[src/rtl/rv32i_types.sv]
// Types shared by the RV32I memory-side blocks: the arbiter FSM state and
// the identity of the requester that was granted most recently.
package rv32i_types;

    typedef enum logic [1:0] {
        IDLE    = 2'd0,
        SERVE_I = 2'd1,
        SERVE_D = 2'd2
    } arb_state_t;

    typedef enum logic {
        grant_i = 1'b0,
        grant_d = 1'b1
    } arb_grant_t;

endpackage

[src/rtl/arb_req_reg.sv]
// Request register bundle for the arbiter: captures the granted address, op,
// store data and byte enables on load; clear has priority over load.
module arb_req_reg #(
    parameter int ADDR_W = 32,
    parameter int DATA_W = 32
) (
    input  logic                clk,
    input  logic                clr,
    input  logic                load,
    input  logic [ADDR_W-1:0]   addr,
    input  logic                write,
    input  logic [DATA_W-1:0]   wdata,
    input  logic [DATA_W/8-1:0] mbe,
    output logic [ADDR_W-1:0]   q_addr,
    output logic                q_write,
    output logic [DATA_W-1:0]   q_wdata,
    output logic [DATA_W/8-1:0] q_mbe
);

    always_ff @(posedge clk) begin
        if (clr) begin
            q_addr  <= '0;
            q_write <= 1'b0;
            q_wdata <= '0;
            q_mbe   <= '0;
        end else if (load) begin
            q_addr  <= addr;
            q_write <= write;
            q_wdata <= wdata;
            q_mbe   <= mbe;
        end
    end

endmodule

[src/rtl/mem_arbiter.sv]
// Round-robin arbiter sharing one memory port between instruction fetch and
// load/store; the winner's request is latched and replayed until mem_resp.
module mem_arbiter
    import rv32i_types::*;
#(
    parameter int ADDR_W = 32,
    parameter int DATA_W = 32
) (
    input  logic                clk,
    input  logic                rst,
    input  logic                i_read,
    input  logic [ADDR_W-1:0]   i_addr,
    output logic [DATA_W-1:0]   i_rdata,
    output logic                i_resp,
    input  logic                d_read,
    input  logic                d_write,
    input  logic [ADDR_W-1:0]   d_addr,
    input  logic [DATA_W-1:0]   d_wdata,
    input  logic [DATA_W/8-1:0] d_mbe,
    output logic [DATA_W-1:0]   d_rdata,
    output logic                d_resp,
    output logic                mem_read,
    output logic                mem_write,
    output logic [ADDR_W-1:0]   mem_address,
    output logic [DATA_W-1:0]   mem_wdata,
    output logic [DATA_W/8-1:0] mem_byte_enable,
    input  logic [DATA_W-1:0]   mem_rdata,
    input  logic                mem_resp
);

    arb_state_t state;
    arb_grant_t last_grant;

    logic                i_req;
    logic                d_req;
    logic                pick_i;
    logic                grant_load;
    logic [ADDR_W-1:0]   nxt_addr;
    logic                nxt_write;
    logic [DATA_W-1:0]   nxt_wdata;
    logic [DATA_W/8-1:0] nxt_mbe;

    logic [ADDR_W-1:0]   req_addr;
    logic                req_write;
    logic [DATA_W-1:0]   req_wdata;
    logic [DATA_W/8-1:0] req_mbe;
    logic                busy;

    // On a tie the requester that did not win last time gets the port; a
    // simultaneous d_read/d_write is resolved as a write.
    always_comb begin
        i_req      = i_read;
        d_req      = d_read | d_write;
        pick_i     = i_req && (!d_req || (last_grant == grant_d));
        grant_load = (state == IDLE) && (i_req || d_req);
        if (pick_i) begin
            nxt_addr  = i_addr;
            nxt_write = 1'b0;
            nxt_wdata = '0;
            nxt_mbe   = '1;
        end else begin
            nxt_addr  = d_addr;
            nxt_write = d_write;
            nxt_wdata = d_wdata;
            nxt_mbe   = d_mbe;
        end
    end

    arb_req_reg #(
        .ADDR_W (ADDR_W),
        .DATA_W (DATA_W)
    ) u_req (
        .clk     (clk),
        .clr     (rst),
        .load    (grant_load),
        .addr    (nxt_addr),
        .write   (nxt_write),
        .wdata   (nxt_wdata),
        .mbe     (nxt_mbe),
        .q_addr  (req_addr),
        .q_write (req_write),
        .q_wdata (req_wdata),
        .q_mbe   (req_mbe)
    );

    always_ff @(posedge clk) begin
        if (rst) begin
            state      <= IDLE;
            last_grant <= grant_d;
        end else begin
            case (state)
                IDLE: begin
                    if (i_req || d_req)
                        state <= pick_i ? SERVE_I : SERVE_D;
                end
                SERVE_I: begin
                    if (mem_resp) begin
                        state      <= IDLE;
                        last_grant <= grant_i;
                    end
                end
                SERVE_D: begin
                    if (mem_resp) begin
                        state      <= IDLE;
                        last_grant <= grant_d;
                    end
                end
                default: state <= IDLE;
            endcase
        end
    end

    // The shared port only ever sees latched values; requester inputs that
    // change mid-transaction have no effect until the next grant.
    always_comb begin
        busy            = (state == SERVE_I) || (state == SERVE_D);
        mem_read        = busy && !req_write;
        mem_write       = busy && req_write;
        mem_address     = req_addr;
        mem_wdata       = req_wdata;
        mem_byte_enable = req_mbe;
        i_resp          = (state == SERVE_I) && mem_resp;
        d_resp          = (state == SERVE_D) && mem_resp;
        i_rdata         = mem_rdata;
        d_rdata         = mem_rdata;
    end

endmodule

[config.mk]
export PLATFORM = sky130hd
export DESIGN_NAME = mem_arbiter
export DESIGN_NICKNAME = d
export VERILOG_FILES = /design/src/rtl/rv32i_types.sv /design/src/rtl/arb_req_reg.sv /design/src/rtl/mem_arbiter.sv
export SDC_FILE = /design/constraint.sdc
export NUM_CORES = 1
export LEC_CHECK = 0
export ABC_AREA = 1
export BUFFER_PORTS_ARGS = -buffer_cell sky130_fd_sc_hd__buf_2
export CORE_AREA = 2 2 108 110
export CTS_CLUSTER_SIZE = 20
export DETAILED_ROUTE_END_ITERATION = 12
export DIE_AREA = 0 0 110 112
export PLACE_DENSITY = 0.79
export SLEW_MARGIN = 20
export SYNTH_ARGS = -nofsm -noshare
export SYNTH_HDL_FRONTEND = slang
export SYNTH_SLANG_ARGS = --single-unit
[constraint.sdc]
create_clock -name clk -period 1.8 [get_ports clk]
set_input_delay 0.27 -clock clk [delete_from_list [all_inputs] [get_ports clk]]
set_output_delay 0.27 -clock clk [all_outputs]
set_load 0.005 [all_outputs]
==> results.sh, run 1 <==
export IMPL_setup_ws_ns=0.201
export IMPL_status="finished, final reports clean"
export IMPL_hold_violations=0
export IMPL_rsz0062_at_grt="false"
export IMPL_coreArea_sq_um=11200
export IMPL_place_hpwl_um=6930
export IMPL_critical_path_startpoint="state[0]"
export IMPL_syn_area_sq_um=3730
export IMPL_cts_sinks=72
export IMPL_drive_gt1_share_pct=32.8
export IMPL_start_kind="flip-flop"
export IMPL_routedWlPerCell_um=12.2
export IMPL_cp_arrival_ns=1.33
export IMPL_synth_compound_area_share_pct=9.46
export IMPL_reg2reg_depth=6
export IMPL_critical_path_endpoint_type="output port"
export IMPL_wl_met1_um=3830
export IMPL_gr_total_overflow=0
export IMPL_regToRegEndpoint="u_req.q_wdata[24]"
export IMPL_htreeDepth=3
export IMPL_grt_use_total_pct=15.5
export IMPL_synth_area_per_cell_sq_um=6.91
export IMPL_muxShareOfSynthArea_pct=0
export IMPL_max_freq_mhz=625
export IMPL_tightest_slew_ns=0.411
export IMPL_vias=3572
export IMPL_via_per_inst=4.52
export IMPL_leakage_nw=2.48
export IMPL_route_met2_wl_um=4580
export IMPL_grt_pass1_vias=3224
export IMPL_fin_crit_sh_pct=88.8
export IMPL_cts_clk_slew_worst_paths_ns=0.06
export IMPL_p_per_area_nw_per_um2=1070
export IMPL_dr_pass1_iters=4
export IMPL_grt_max_degree=39
export IMPL_die_area_sq_um=12300
export IMPL_grt_pass1_wl_um=14900
export IMPL_rrSetupSlack_ns=0.23
export IMPL_slew_headroom_pct=72.6
export IMPL_critPathRequiredTime_ns=1.53
export IMPL_clock_root_buffer="clkbuf_16"
export IMPL_top_layer="met4"
export IMPL_hp_class="input pin to flip-flop"
export IMPL_std_cell_rows=39
export IMPL_synth_xor_area_share_pct=0
export IMPL_synth_top_family_by_area="simple AND/OR/NAND/NOR gates"
export IMPL_syn_inst=540
export IMPL_worst_path_max_fanout=3
export IMPL_setup_violations=0
export IMPL_holdWs_ns=0.154
export IMPL_endpoint="mem_write"
export IMPL_synth_seq_cells=72
export IMPL_drv_cap=0
export IMPL_slew_viol_final=0
export IMPL_timing_setup_tns_ns=0
export IMPL_fin_worst_skew_ns=0.00648
export IMPL_final_antenna_net_count=0
export IMPL_worstSetupPathType="flip-flop to output port"
export IMPL_hold_depth=3
export IMPL_fin_crit_ns=1.60
export IMPL_first_iter_violations=207
export IMPL_drt_total_wl_um=9610
export IMPL_synth_adder_area_share_pct=1.01
export IMPL_fp_dieW_um=110
export IMPL_port_buffers=177
export IMPL_drc=0
export IMPL_seq_area_frac_synth_pct=38.6
export IMPL_cts_inserted_buffers=9
export IMPL_area_delta_synth_final_pct=23.9
export IMPL_fin_util_pct=41.3
export IMPL_cts_buffer_depth=2
export IMPL_dp_slack_ns=0.187
export IMPL_yosys_warnings=0
export IMPL_die_h_um=112
export IMPL_insertion_delay_ns=0.34
export IMPL_globalplace_congestion=0.759
export IMPL_cts_tree="built"
export IMPL_wl_met3_um=1030
export IMPL_ys_types=18
export IMPL_io_pins=274
export IMPL_initial_core_util_pct=33.4
export IMPL_syn_num_nets=681
export IMPL_synth_simple_area_share_pct=25.7
export IMPL_final_nets=783
export IMPL_rr_startpoint="state[0]"
export IMPL_peakVddDrop_mv=0.818
export IMPL_n_antenna_cell=0
export IMPL_hold_buffers=0
export IMPL_antenna_found_initial=0
## worst min path at each step
stage                            startpoint                 to  slack, ns
after floorplan                  d_addr[14]   u_req.q_addr[14]       0.40
after global placement    u_req.q_wdata[20]  u_req.q_wdata[20]       0.45
after detailed placement  u_req.q_wdata[29]  u_req.q_wdata[29]       0.45
after CTS                         i_addr[4]    u_req.q_addr[4]       0.14
after global routing              i_addr[2]    u_req.q_addr[2]       0.16
final                             i_addr[1]    u_req.q_addr[1]       0.15
## Yosys cell counts
library cell / count / area, sq um
o21ai_0: 4 / 20.0
buf_2: 11 / 55.1
o211ai_1: 1 / 7.51
inv_2: 1 / 3.75
a21boi_2: 1 / 11.3
nand4_1: 7 / 43.8
nor2_1: 61 / 229
nand2_1: 82 / 308
a21oi_1: 61 / 305
buf_6: 1 / 11.3
ha_1: 3 / 37.5
nor2_2: 1 / 6.26
dfxtp_1: 72 / 1440
nand3_1: 74 / 370
clkbuf_1: 13 / 48.8
o21ai_2: 1 / 8.76
buf_4: 73 / 548
inv_1: 73 / 274
## flip-flops by register name, indices dropped and copies added (netlist names)
signal	cells
u_req.q_write	1
u_req.q_addr	32
state	2
u_req.q_mbe	4
last_grant	1
u_req.q_wdata	32
## layout make-up
| class | count | area, sq um |
|---|---|---|
| Inverter | 74 | 278 |
| Sequential cell | 72 | 1440 |
| Tap cell | 143 | 179 |
| Fill cell | 1183 | 6560 |
| Timing Repair Buffer | 189 | 1040 |
| Clock inverter | 7 | 95.1 |
| Clock buffer | 9 | 225 |
| Multi-Input combinational cell | 296 | 1360 |
## report_power, final
group          internal, mW  total (mW)  switching (mW)  leakage (nW)
registers              1.78        1.87          0.0881         0.595
logic                 0.493        1.15           0.657          1.73
clock network          1.21        1.92           0.701         0.156
total                  3.49        4.94            1.45          2.48
## stage by stage
| step | std cells | power (mW) | instance area (sq um) |
|---|---|---|---|
| after global placement | 774 | 3.05 | 4300 |
| after CTS | 790 | 5.01 | 4620 |
| after floorplan | 540 | 2.69 | 3730 |
| after global routing | 790 | 5.24 | 4620 |
| after detailed placement | 774 | 3.07 | 4300 |
| final | 790 | 4.94 | 4620 |
## cells by family after synthesis
group,Yosys count
AOI/OAI and AO/OA,68
adders and majority gates,3
buffers and inverters,172
DFF,72
and+or+nand+nor,225
## cell usage in the layout, fill, tap and decap left out
| master | count |
|---|---|
| nand2_1 | 79 |
| buf_2 | 177 |
| buf_4 | 7 |
| nor2_1 | 61 |
| inv_6 | 1 |
| nand3_1 | 74 |
| clkinv_4 | 1 |
| nand4_1 | 7 |
| inv_1 | 73 |
| inv_2 | 1 |
| o21ai_0 | 4 |
| bufinv_16 | 2 |
| dfxtp_1 | 72 |
| clkinvlp_4 | 1 |
| ha_1 | 3 |
| a21boi_4 | 1 |
| clkbuf_16 | 9 |
| o211ai_1 | 1 |
| o21ai_2 | 1 |
| buf_12 | 5 |
| a21oi_1 | 61 |
| clkinv_2 | 2 |
| nor2_2 | 1 |
| nand2_2 | 3 |
## what timing repair did
action,in CTS,in global routing
setup endpoints to repair,0,4
buffers inserted,0,0
gates resized for setup,0,1
## worst max-delay path, stage by stage (launching register included)
cell and delay [ns]:
dfxtp_1 0.35, inv_1 0.07, ha_1 0.34, nand2_1 0.09, inv_1 0.04, buf_2 0.11
## metal layers
| metal | global-route usage [%] | vias up |
|---|---|---|
| met5 | 0 | - |
| met4 | 6.33 | 0 |
| met3 | 6.79 | 18 |
| met2 | 25.8 | 168 |
| met1 | 17.1 | 1563 |
| li1 | - | 1823 |
No activity file was read; power rests on OpenSTA's default activity.
==> inputs of run 2 (changes only) <==
Settings changed: PLACE_DENSITY 0.79 to 0.74.
==> run 2 against run 1 <==
Net effect: clock-buffer cell count increased by 1; maximum frequency decreased by 1.3%; worst hold slack improved by 0.0029 ns; wire length decreased by 0.43%; combinational power about the same; die area unchanged; worst setup slack got worse by 0.020 ns; critical path type is now flip-flop to flip-flop; largest power group is now sequential cells; highest routed layer unchanged.
==> results.sh, run 2 (synthesis results as in run 1) <==
export IMPL_die_h_um=112
export IMPL_hold_buffers=0
export IMPL_final_common_cell="buf_2"
export IMPL_start_kind="flip-flop"
export IMPL_place_area_sq_um=4290
export IMPL_setup_violations=0
export IMPL_drive_gt1_share_pct=32.4
export IMPL_critical_path_startpoint="state[0]"
export IMPL_cts_resized=0
export IMPL_cts_buffer_depth=2
export IMPL_hp_class="input pin to flip-flop"
export IMPL_cts_clk_slew_worst_paths_ns=0.06
export IMPL_status="finished, final reports clean"
export IMPL_fp_dieW_um=110
export IMPL_tightest_slew_ns=0.401
export IMPL_final_area_sq_um=4580
export IMPL_critPathRequiredTime_ns=2.03
export IMPL_initial_core_util_pct=33.4
export IMPL_fin_worst_skew_ns=0.00354
export IMPL_worst_path_max_fanout=10
export IMPL_slew_headroom_pct=73.2
export IMPL_drt_total_wl_um=9570
export IMPL_largestRegisters="u_req.q_addr (32), u_req.q_wdata (32), u_req.q_mbe (4)"
export IMPL_dr_pass1_iters=4
export IMPL_fin_crit_sh_pct=90.0
export IMPL_grt_pass1_vias=3179
export IMPL_critical_path_endpoint_type="flip-flop"
export IMPL_std_cell_rows=39
export IMPL_cts_inserted_buffers=9
export IMPL_grt_max_degree=49
export IMPL_worstSetupPathType="flip-flop to flip-flop"
export IMPL_rsz0062_at_grt="false"
export IMPL_place_hpwl_um=6730
export IMPL_n_antenna_cell=0
export IMPL_place_inst=773
export IMPL_cp_arrival_ns=1.85
export IMPL_insertion_delay_ns=0.33
export IMPL_hold_violations=0
export IMPL_vias=3529
export IMPL_slew_viol_final=0
export IMPL_final_antenna_net_count=0
export IMPL_peakVddDrop_mv=0.592
export IMPL_p_total_mw=4.76
export IMPL_htreeDepth=3
export IMPL_layout_common_cells="177 x buf_2, 80 x nand2_1, 74 x nand3_1"
export IMPL_reg2reg_depth=6
export IMPL_io_pins=274
export IMPL_regToRegEndpoint="u_req.q_addr[18]"
export IMPL_routedWlPerCell_um=12.1
export IMPL_antenna_found_initial=0
export IMPL_drc=0
export IMPL_port_buffers=177
export IMPL_fin_crit_ns=1.62
export IMPL_globalplace_congestion=0.757
export IMPL_rrSetupSlack_ns=0.18
export IMPL_cts_sinks=72
export IMPL_postCtsSetupBuffers=0
export IMPL_p_per_area_nw_per_um2=1040
export IMPL_coreArea_sq_um=11200
export IMPL_timing_setup_tns_ns=0
export IMPL_first_iter_violations=150
export IMPL_grt_pass1_wl_um=14700
export IMPL_max_freq_mhz=618
export IMPL_grt_use_total_pct=15.4
export IMPL_clock_root_buffer="clkbuf_16"
export IMPL_rr_startpoint="state[0]"
export IMPL_die_area_sq_um=12300
export IMPL_gr_total_overflow=0
export IMPL_cts_tree="built"
export IMPL_drv_cap=0
export IMPL_area_delta_synth_final_pct=22.7
export IMPL_leakage_nw=2.45
export IMPL_endpoint="u_req.q_addr[18]"
export IMPL_stdcell_count=789
export IMPL_via_per_inst=4.47
export IMPL_final_nets=782
## run 2: worst min-delay path by stage
stage / from / to / slack (ns) / depth (start not counted)
after floorplan: d_addr[14] / u_req.q_addr[14] / 0.40 / 2
after global placement: u_req.q_wdata[18] / u_req.q_wdata[18] / 0.45 / 2
after detailed placement: u_req.q_wdata[31] / u_req.q_wdata[31] / 0.45 / 2
after CTS: d_mbe[2] / u_req.q_mbe[2] / 0.14 / 3
after global routing: d_mbe[2] / u_req.q_mbe[2] / 0.15 / 3
final: d_mbe[3] / u_req.q_mbe[3] / 0.16 / 3
## run 2: where the power goes
group / internal (mW) / leakage (nW) / switching (mW) / total (mW)
Combinational: 0.490 / 1.72 / 0.655 / 1.15
Clock: 1.06 / 0.138 / 0.681 / 1.75
Sequential: 1.79 / 0.595 / 0.0888 / 1.87
## run 2: area by class of cell
cell class | count | area (sq um)
multi-input cells | 296 | 1360
fillers | 1184 | 6600
clock buffers | 10 | 229
well taps | 143 | 179
flip-flops and latches | 72 | 1440
inverters | 74 | 278
clock inverters | 6 | 60.1
repair buffers | 188 | 1030
## run 2: metal layers
layer | global-route usage [%] | vias up | part of all wire [%]
li1 | - | 1823 | -
met1 | 17.7 | 1525 | 43
met2 | 24.3 | 152 | 45
met3 | 6.85 | 29 | 10
met4 | 6.92 | 0 | 2.1
met5 | 0 | - | 0
## run 2: per-stage QoR
stage                     hold slack, ns  setup slack (ns)  util (%)
after CTS                          0.139             0.177      41.0
final                              0.156             0.181      41.0
after detailed placement           0.452             0.184      38.4
after floorplan                    0.405             0.421         -
after global placement             0.450             0.246      38.4
after global routing               0.153            0.0417      41.0
## run 2: critical path, stage by stage, from the launching register on
cell	delay, ns
dfxtp_1	0.33
inv_1	0.08
ha_1	0.29
a21boi_4	0.30
nand2_1	0.27
nor2_1	0.18
nor2_1	0.06
